`config.mk`:
```
export PLATFORM = sky130hd
export DESIGN_NAME = bram_hex_scanner
export DESIGN_NICKNAME = d
export VERILOG_FILES = /design/src/rtl/bram_scan_pkg.sv /design/src/rtl/hex_to_seg7.sv /design/src/rtl/bram_hex_scanner.sv
export SDC_FILE = /design/constraint.sdc
export NUM_CORES = 1
export LEC_CHECK = 0
export CAP_MARGIN = 15
export CORE_AREA = 2 2 150 152
export CTS_BUF_LIST = sky130_fd_sc_hd__clkbuf_4 sky130_fd_sc_hd__clkbuf_8
export CTS_CLUSTER_DIAMETER = 120
export CTS_CLUSTER_SIZE = 14
export DETAILED_ROUTE_END_ITERATION = 8
export DIE_AREA = 0 0 152 154
export PLACE_DENSITY = 0.66
export SLEW_MARGIN = 40
export SYNTH_ARGS = -nofsm -noshare
export SYNTH_HDL_FRONTEND = slang
export SYNTH_HIERARCHICAL = 1
export SYNTH_SLANG_ARGS = --single-unit
```
`constraint.sdc`:
```
create_clock -name clk -period 2.7 [get_ports clk]
set_input_delay 0.54 -clock clk [delete_from_list [all_inputs] [get_ports clk]]
set_output_delay 0.54 -clock clk [all_outputs]
set_load 0.01 [all_outputs]
```
`src/rtl/bram_scan_pkg.sv`:
```
// bram_scan_pkg
//   Shared definitions for the BRAM fill-and-scan display controller:
//   scanner state encoding, the active-low hex glyph table (bit order
//   gfedcba) and the test-pattern generator.
package bram_scan_pkg;

    typedef enum logic [2:0] {
        ST_IDLE,
        ST_FILL,
        ST_RD_ADDR,
        ST_RD_WAIT,
        ST_SHOW
    } scan_state_e;

    // Active-low segments, bit order gfedcba, indexed by nibble value.
    localparam logic [6:0] SEG7_GLYPH [16] = '{
        7'h40, 7'h79, 7'h24, 7'h30, 7'h19, 7'h12, 7'h02, 7'h78,
        7'h00, 7'h10, 7'h08, 7'h03, 7'h46, 7'h21, 7'h06, 7'h0E
    };

    // Widest word the pattern generator produces; callers cast the result
    // down to their own data width.
    localparam int PAT_MAX_W = 256;

    // Nibble j of word k is (k + j) mod 16. Only k mod 16 matters, so the
    // caller passes just the low four address bits.
    function automatic logic [PAT_MAX_W-1:0] scan_pattern(input logic [3:0] k);
        logic [PAT_MAX_W-1:0] w;
        w = '0;
        for (int j = 0; j < PAT_MAX_W / 4; j++) begin
            w[4*j +: 4] = k + 4'(j);
        end
        return w;
    endfunction

endpackage

```
`src/rtl/hex_to_seg7.sv`:
```
// hex_to_seg7
//   Combinational nibble to seven-segment decoder, active-low, gfedcba.
//   nibble_i : 4-bit value to display
//   seg_o    : segment drive, 0 = segment lit
module hex_to_seg7
    import bram_scan_pkg::*;
(
    input  logic [3:0] nibble_i,
    output logic [6:0] seg_o
);

    assign seg_o = SEG7_GLYPH[nibble_i];

endmodule

```
`src/rtl/bram_hex_scanner.sv`:
```
// bram_hex_scanner
//   Writes a deterministic pattern into the first DEPTH words of a
//   registered BRAM, then reads them back one at a time, showing the low
//   DIGITS hex nibbles of the current word and flagging any readback
//   mismatch. Words advance after DWELL cycles (auto) or on step (manual).
//
//   State table
//     ST_IDLE    | waiting for start, memory port idle, display held
//     ST_FILL    | writing pattern word fill_idx_q
//     ST_RD_ADDR | read address scan_idx_q presented to the BRAM
//     ST_RD_WAIT | BRAM data returning, captured at the closing edge
//     ST_SHOW    | word displayed, waiting for dwell expiry or step
//
//   Ports
//     clk, reset         : clock, async active-low reset
//     start, stop        : begin fill+scan from idle / return to idle
//     auto_mode, step    : advance policy and manual advance
//     mem_addr/_wdata/_we: BRAM port A request (registered)
//     mem_rdata          : BRAM port A read data, one-cycle latency
//     seg                : DIGITS x 7 active-low segment drive
//     cur_addr           : address of the displayed word
//     busy, mismatch     : not idle / sticky readback error
module bram_hex_scanner
    import bram_scan_pkg::*;
#(
    parameter int DATA_W = 48,
    parameter int ADDR_W = 10,
    parameter int DEPTH  = 16,
    parameter int DIGITS = 6,
    parameter int DWELL  = 50_000_000
) (
    input  logic                  clk,
    input  logic                  reset,
    input  logic                  start,
    input  logic                  stop,
    input  logic                  auto_mode,
    input  logic                  step,
    output logic [ADDR_W-1:0]     mem_addr,
    output logic [DATA_W-1:0]     mem_wdata,
    output logic                  mem_we,
    input  logic [DATA_W-1:0]     mem_rdata,
    output logic [7*DIGITS-1:0]   seg,
    output logic [ADDR_W-1:0]     cur_addr,
    output logic                  busy,
    output logic                  mismatch
);

    localparam int                CNT_W    = $clog2(DWELL + 1);
    localparam logic [ADDR_W-1:0] LAST_IDX = ADDR_W'(DEPTH - 1);
    localparam logic [CNT_W-1:0]  DWELL_TC = CNT_W'(DWELL - 1);

    scan_state_e           state_q;
    logic [ADDR_W-1:0]     fill_idx_q;
    logic [ADDR_W-1:0]     scan_idx_q;
    logic [CNT_W-1:0]      dwell_cnt_q;
    logic [ADDR_W-1:0]     mem_addr_q;
    logic [DATA_W-1:0]     mem_wdata_q;
    logic                  mem_we_q;
    logic [4*DIGITS-1:0]   disp_q;
    logic                  disp_vld_q;
    logic [ADDR_W-1:0]     cur_addr_q;
    logic                  busy_q;
    logic                  mismatch_q;

    logic [ADDR_W-1:0]     fill_idx_d;
    logic [ADDR_W-1:0]     scan_idx_d;
    logic [DATA_W-1:0]     fill_pat_d;
    logic [DATA_W-1:0]     scan_pat;
    logic                  advance;
    logic [7*DIGITS-1:0]   seg_dec;

    assign fill_idx_d = fill_idx_q + 1'b1;
    assign scan_idx_d = (scan_idx_q == LAST_IDX) ? '0 : scan_idx_q + 1'b1;
    assign fill_pat_d = DATA_W'(scan_pattern(4'(fill_idx_d)));
    assign scan_pat   = DATA_W'(scan_pattern(4'(scan_idx_q)));
    // Manual mode leaves the dwell counter frozen so switching back to auto
    // resumes the current word's dwell rather than restarting it.
    assign advance    = auto_mode ? (dwell_cnt_q == DWELL_TC) : step;

    always_ff @(posedge clk or negedge reset) begin
        if (!reset) begin
            state_q     <= ST_IDLE;
            fill_idx_q  <= '0;
            scan_idx_q  <= '0;
            dwell_cnt_q <= '0;
            mem_addr_q  <= '0;
            mem_wdata_q <= '0;
            mem_we_q    <= 1'b0;
            disp_q      <= '0;
            disp_vld_q  <= 1'b0;
            cur_addr_q  <= '0;
            busy_q      <= 1'b0;
            mismatch_q  <= 1'b0;
        end else if (state_q != ST_IDLE && stop) begin
            state_q  <= ST_IDLE;
            mem_we_q <= 1'b0;
            busy_q   <= 1'b0;
        end else begin
            case (state_q)
                ST_IDLE: begin
                    mem_we_q <= 1'b0;
                    if (start) begin
                        state_q     <= ST_FILL;
                        fill_idx_q  <= '0;
                        mem_addr_q  <= '0;
                        mem_wdata_q <= DATA_W'(scan_pattern(4'd0));
                        mem_we_q    <= 1'b1;
                        busy_q      <= 1'b1;
                        mismatch_q  <= 1'b0;
                    end
                end
                ST_FILL: begin
                    if (fill_idx_q == LAST_IDX) begin
                        state_q    <= ST_RD_ADDR;
                        mem_we_q   <= 1'b0;
                        mem_addr_q <= '0;
                        scan_idx_q <= '0;
                    end else begin
                        fill_idx_q  <= fill_idx_d;
                        mem_addr_q  <= fill_idx_d;
                        mem_wdata_q <= fill_pat_d;
                    end
                end
                ST_RD_ADDR: begin
                    state_q <= ST_RD_WAIT;
                end
                ST_RD_WAIT: begin
                    disp_q      <= mem_rdata[4*DIGITS-1:0];
                    disp_vld_q  <= 1'b1;
                    cur_addr_q  <= scan_idx_q;
                    dwell_cnt_q <= '0;
                    if (mem_rdata != scan_pat) begin
                        mismatch_q <= 1'b1;
                    end
                    state_q <= ST_SHOW;
                end
                ST_SHOW: begin
                    if (advance) begin
                        scan_idx_q <= scan_idx_d;
                        mem_addr_q <= scan_idx_d;
                        state_q    <= ST_RD_ADDR;
                    end else if (auto_mode) begin
                        dwell_cnt_q <= dwell_cnt_q + 1'b1;
                    end
                end
                default: begin
                    state_q  <= ST_IDLE;
                    mem_we_q <= 1'b0;
                    busy_q   <= 1'b0;
                end
            endcase
        end
    end

    for (genvar i = 0; i < DIGITS; i++) begin : g_digit
        hex_to_seg7 u_dec (
            .nibble_i (disp_q[4*i +: 4]),
            .seg_o    (seg_dec[7*i +: 7])
        );
    end

    // Nothing captured since reset: keep every segment dark.
    assign seg       = disp_vld_q ? seg_dec : '1;
    assign mem_addr  = mem_addr_q;
    assign mem_wdata = mem_wdata_q;
    assign mem_we    = mem_we_q;
    assign cur_addr  = cur_addr_q;
    assign busy      = busy_q;
    assign mismatch  = mismatch_q;

endmodule

```
==> run summary <==
The run finished with clean final reports. The cell count after synthesis is between 900 and 1000. At the end of the flow the core is filled with cells to roughly half. The count of unresolved DRC violations after routing came out at 0. After detailed routing, no signal wire sits above met4.

For this run, the top clock speed supported by timing is about 380 MHz. The register area share after synthesis is roughly a third. The total non-filler cell area in the finished layout came out at between 0.01 and 0.015 mm^2. Setup repair after global routing could not meet its margin everywhere. The proportion of layout cells with a drive suffix above 1 came out at between 10% and 20%. The endpoint arrival time on the critical path is 2090 ps.

For the final database, setup skew stands at between 10 and 15 ps. The quantity of I/O buffers inserted on ports came out at between 150 and 200. The number of antenna diodes in the final layout is 0.

The x dimension of the die came out at about 150 um. The number of violations reported at the end of detailed-routing iteration 0 is around 440. The final count of pins violating max slew is 0. The detail-routed via count per cell came out at 5.28. The count of hold buffers inserted by post-cts repair came out at 0. TritonCTS built the clock tree.

The sum of met2 wire segment lengths after detailed routing is approximately 11000 um. The global-route usage over all layers came out at about a fifth. At the end of routability-driven placement, the weighted congestion stood at around 0.86. The effective utilization at floorplan is 39.4%. The area of the core came out at roughly 0.022 mm^2. In this run, distinct cell masters in the synthesized netlist total 67. The number of placed I/O pins came out at ~170. The delay of the slowest cell on the worst path is around 450 ps. The average wire per standard cell came out at 16.5 um. The post-route fraction of the period consumed by the critical path is 97.5%. The time the final worst path needs with I/O delays and setup came out at around 2600 ps.

The library cell used most frequently in the layout, excluding fill and tap cells, is nand2_1. The first global-routing pass estimated around 39000 um of wire. Among all stages on the critical path, the largest delay is contributed by mux4_2. The H-tree level count came out at 4. The total routed wire length on the met1 layer came out at about 11000 um.

The final cell count without fillers is 1457. The total of max-cap violations came out at 0. The number of flops mapped to enable cells by yosys came out at 0. The number of standard-cell rows in the floorplan came out at 54. The top cell types in the final layout, fill and taps aside, are nand2_1, clkdlybuf4s50_1, dfrtp_1. STA classifies the critical path startpoint as a flop.

The number of nets handed over by synthesis was 1096. For this design the static power due to leakage is ~5.0 nW. The post-route setup TNS is 0 ps.

The area added between synthesis and finish came out at 30.6%. The worst-path maximum fanout is 7. The HPWL reported at the end of detailed placement came out at about 18000 um. The number of global-route vias before repair came to between 7000 and 8000.

The actual transition at the worst max-transition pin came out at roughly 640 ps. The synthesized netlist occupies a cell area of 0.00856 mm^2. The via count of the routed design came out at around 7700. The hold violation count in the final report came out at 0. The vertical die dimension came out at roughly 150 um. Yosys printed 6 warnings. After synthesis, the mean cell area works out to 8.70 um^2. The CTS clock-pin slew for the worst setup and hold paths came out at about 80 ps. The number of antenna violations at the first check in global routing is 0. The placed standard-cell area is 0.0106 mm^2. The number of buffers on the longest clock path came out at 2.

The share of synthesized registers carrying an async set or reset is 100%. The remaining antenna violation count after routing came out at 0. The die area is 0.0234 mm^2.

The most used flip-flop cell after synthesis is dfrtp_1. The critical path is of the reg -> out type. The clock insertion delay at the later pin of the skew report is 460 ps. The type of destination of the critical path is an output pin. The data required time of the critical path is ~2200 ps.

The maximum number of pins on one net before global-route repair is 62. The total wire length after detailed routing came out at between 20000 and 25000 um. The path class of the tightest hold or removal check is in -> async.

The number of nets in the finished design is 1277. The normalized max-slew margin is 57.3%. In this run the power density over the cells is approximately 950 mW/mm^2. The logic depth of the worst register-to-register path came out at 6. The tree is rooted in a clkbuf_8. The largest voltage drop on the vdd net came out at roughly 0.00047 V. The overflow left after global routing is 0.

The total power after layout came out at 10.6 mW. The total length of routed met3 wires came out at roughly 1200 um. The clock sink count came out at approximately 120. The number of failing setup endpoints in the final timing report came out at 0. Including well taps, the total number of placed cells is between 1000 and 1500. Walking the worst path, the cells encountered are buf_4 -> ha_1 -> mux4_2 -> nand2b_1 -> dlygate4sd2_1. The number of buffers added by the clock tree synthesis step came out at 17. The number of iterations in the first detailed-routing pass is 5. Synthesis inferred about 120 register bits.
[worst max-delay path: cells and delay by family, from the launching register on]
family	cells	cell delay, ps
multiplexers	1	450
buffers and inverters	2	440
flip-flops	1	380
adder cells (fa/ha/maj)	1	230
AND/OR/NAND/NOR	1	140
[where the power goes]
group | total [mW] | internal [mW] | switching (mW)
combinational | 6.02 | 3.07 | 2.95
sequential | 2.79 | 2.20 | 0.593
clock | 1.78 | 0.936 | 0.842
total | 10.6 | 6.20 | 4.39
[cells by family (layout without fill, tap and decap cells)]
family	after synthesis	in the layout	synth area share, %
adders and majority gates	59	59	8.63
xor gates and xnor gates	31	31	3.17
DFF	119	119	34.8
buffers and inverters	108	302	6.58
AOI/OAI and AO/OA	203	203	16.0
and+or+nand+nor	417	417	24.5
muxes	46	46	6.33
[final timing paths]
kind	from	to	slack (ps)
max	disp_q[20]$_DFFE_PN0P_	seg[38]	70
min	reset	mem_addr[5]$_DFFE_PN0P_	40
max reg2reg	fill_idx_q[7]$_DFFE_PN0P_	scan_idx_q[1]$_DFFE_PN0P_	240
min reg2reg	cur_addr[5]$_DFFE_PN0P_	cur_addr[5]$_DFFE_PN0P_	480
max in group asynchronous	reset	disp_q[19]$_DFFE_PN0P_	1940
min in group clk	cur_addr[5]$_DFFE_PN0P_	cur_addr[5]$_DFFE_PN0P_	480
[stage by stage]
step	setup slack (ps)	hold WS [ps]
finish	67.5	41.7
floorplan	94.6	244
global route	-8.97	68.3
detailed placement	-40.7	462
global placement	-7.47	460
CTS	-31.3	40.8
[final cells by class]
type	count	area, um^2
fillers	2045	10500
multi-input cells	756	5060
flip-flops and latches	119	2990
repair buffers	241	2240
well taps	280	350
clock buffers	17	234
clock inverters	15	193
inverters	29	109
[layer usage]
layer  global-route usage [%]  vias to the layer above
met3                     3.38                       30
met1                     27.6                     3650
met2                     32.7                      227
met5                        0                        -
met4                     6.63                        0
li1                         -                     3786
[sequential cells by signal, indices dropped and copies added, names as in the netlist, 3 cells and up]
name / count
disp_q: 24
mem_addr: 10
scan_idx_q: 10
dwell_cnt_q: 26
cur_addr: 10
fill_idx_q: 10
mem_wdata: 22
state_q: 3
[Yosys cell counts (all sizes together), types with 7 or more instances]
| master | count | area [um^2] |
|---|---|---|
| a21oi | 35 | 175 |
| a22o | 16 | 140 |
| a32o | 9 | 90.1 |
| buf | 43 | 319 |
| clkbuf | 36 | 135 |
| dfrtp | 119 | 2980 |
| ha | 59 | 738 |
| inv | 29 | 109 |
| mux2i | 35 | 350 |
| nand2 | 176 | 661 |
| nand2b | 65 | 407 |
| nand3 | 14 | 70.1 |
| nand4 | 11 | 68.8 |
| nor2 | 65 | 244 |
| nor2b | 7 | 43.8 |
| nor3 | 7 | 35.0 |
| o211ai | 17 | 128 |
| o21a | 8 | 60.1 |
| o21ai | 52 | 260 |
| o22ai | 12 | 75.1 |
| o31ai | 16 | 120 |
| or4 | 17 | 135 |
| xnor2 | 19 | 166 |
| xor2 | 12 | 105 |
[what timing repair did]
item,4_1_cts,5_1_grt
gates cloned,0,0
pin swaps,0,1
setup endpoints to repair,31,23
setup buffers,8,5
gates resized for setup,44,28
Note: power is estimated with default switching activity, not from simulation.
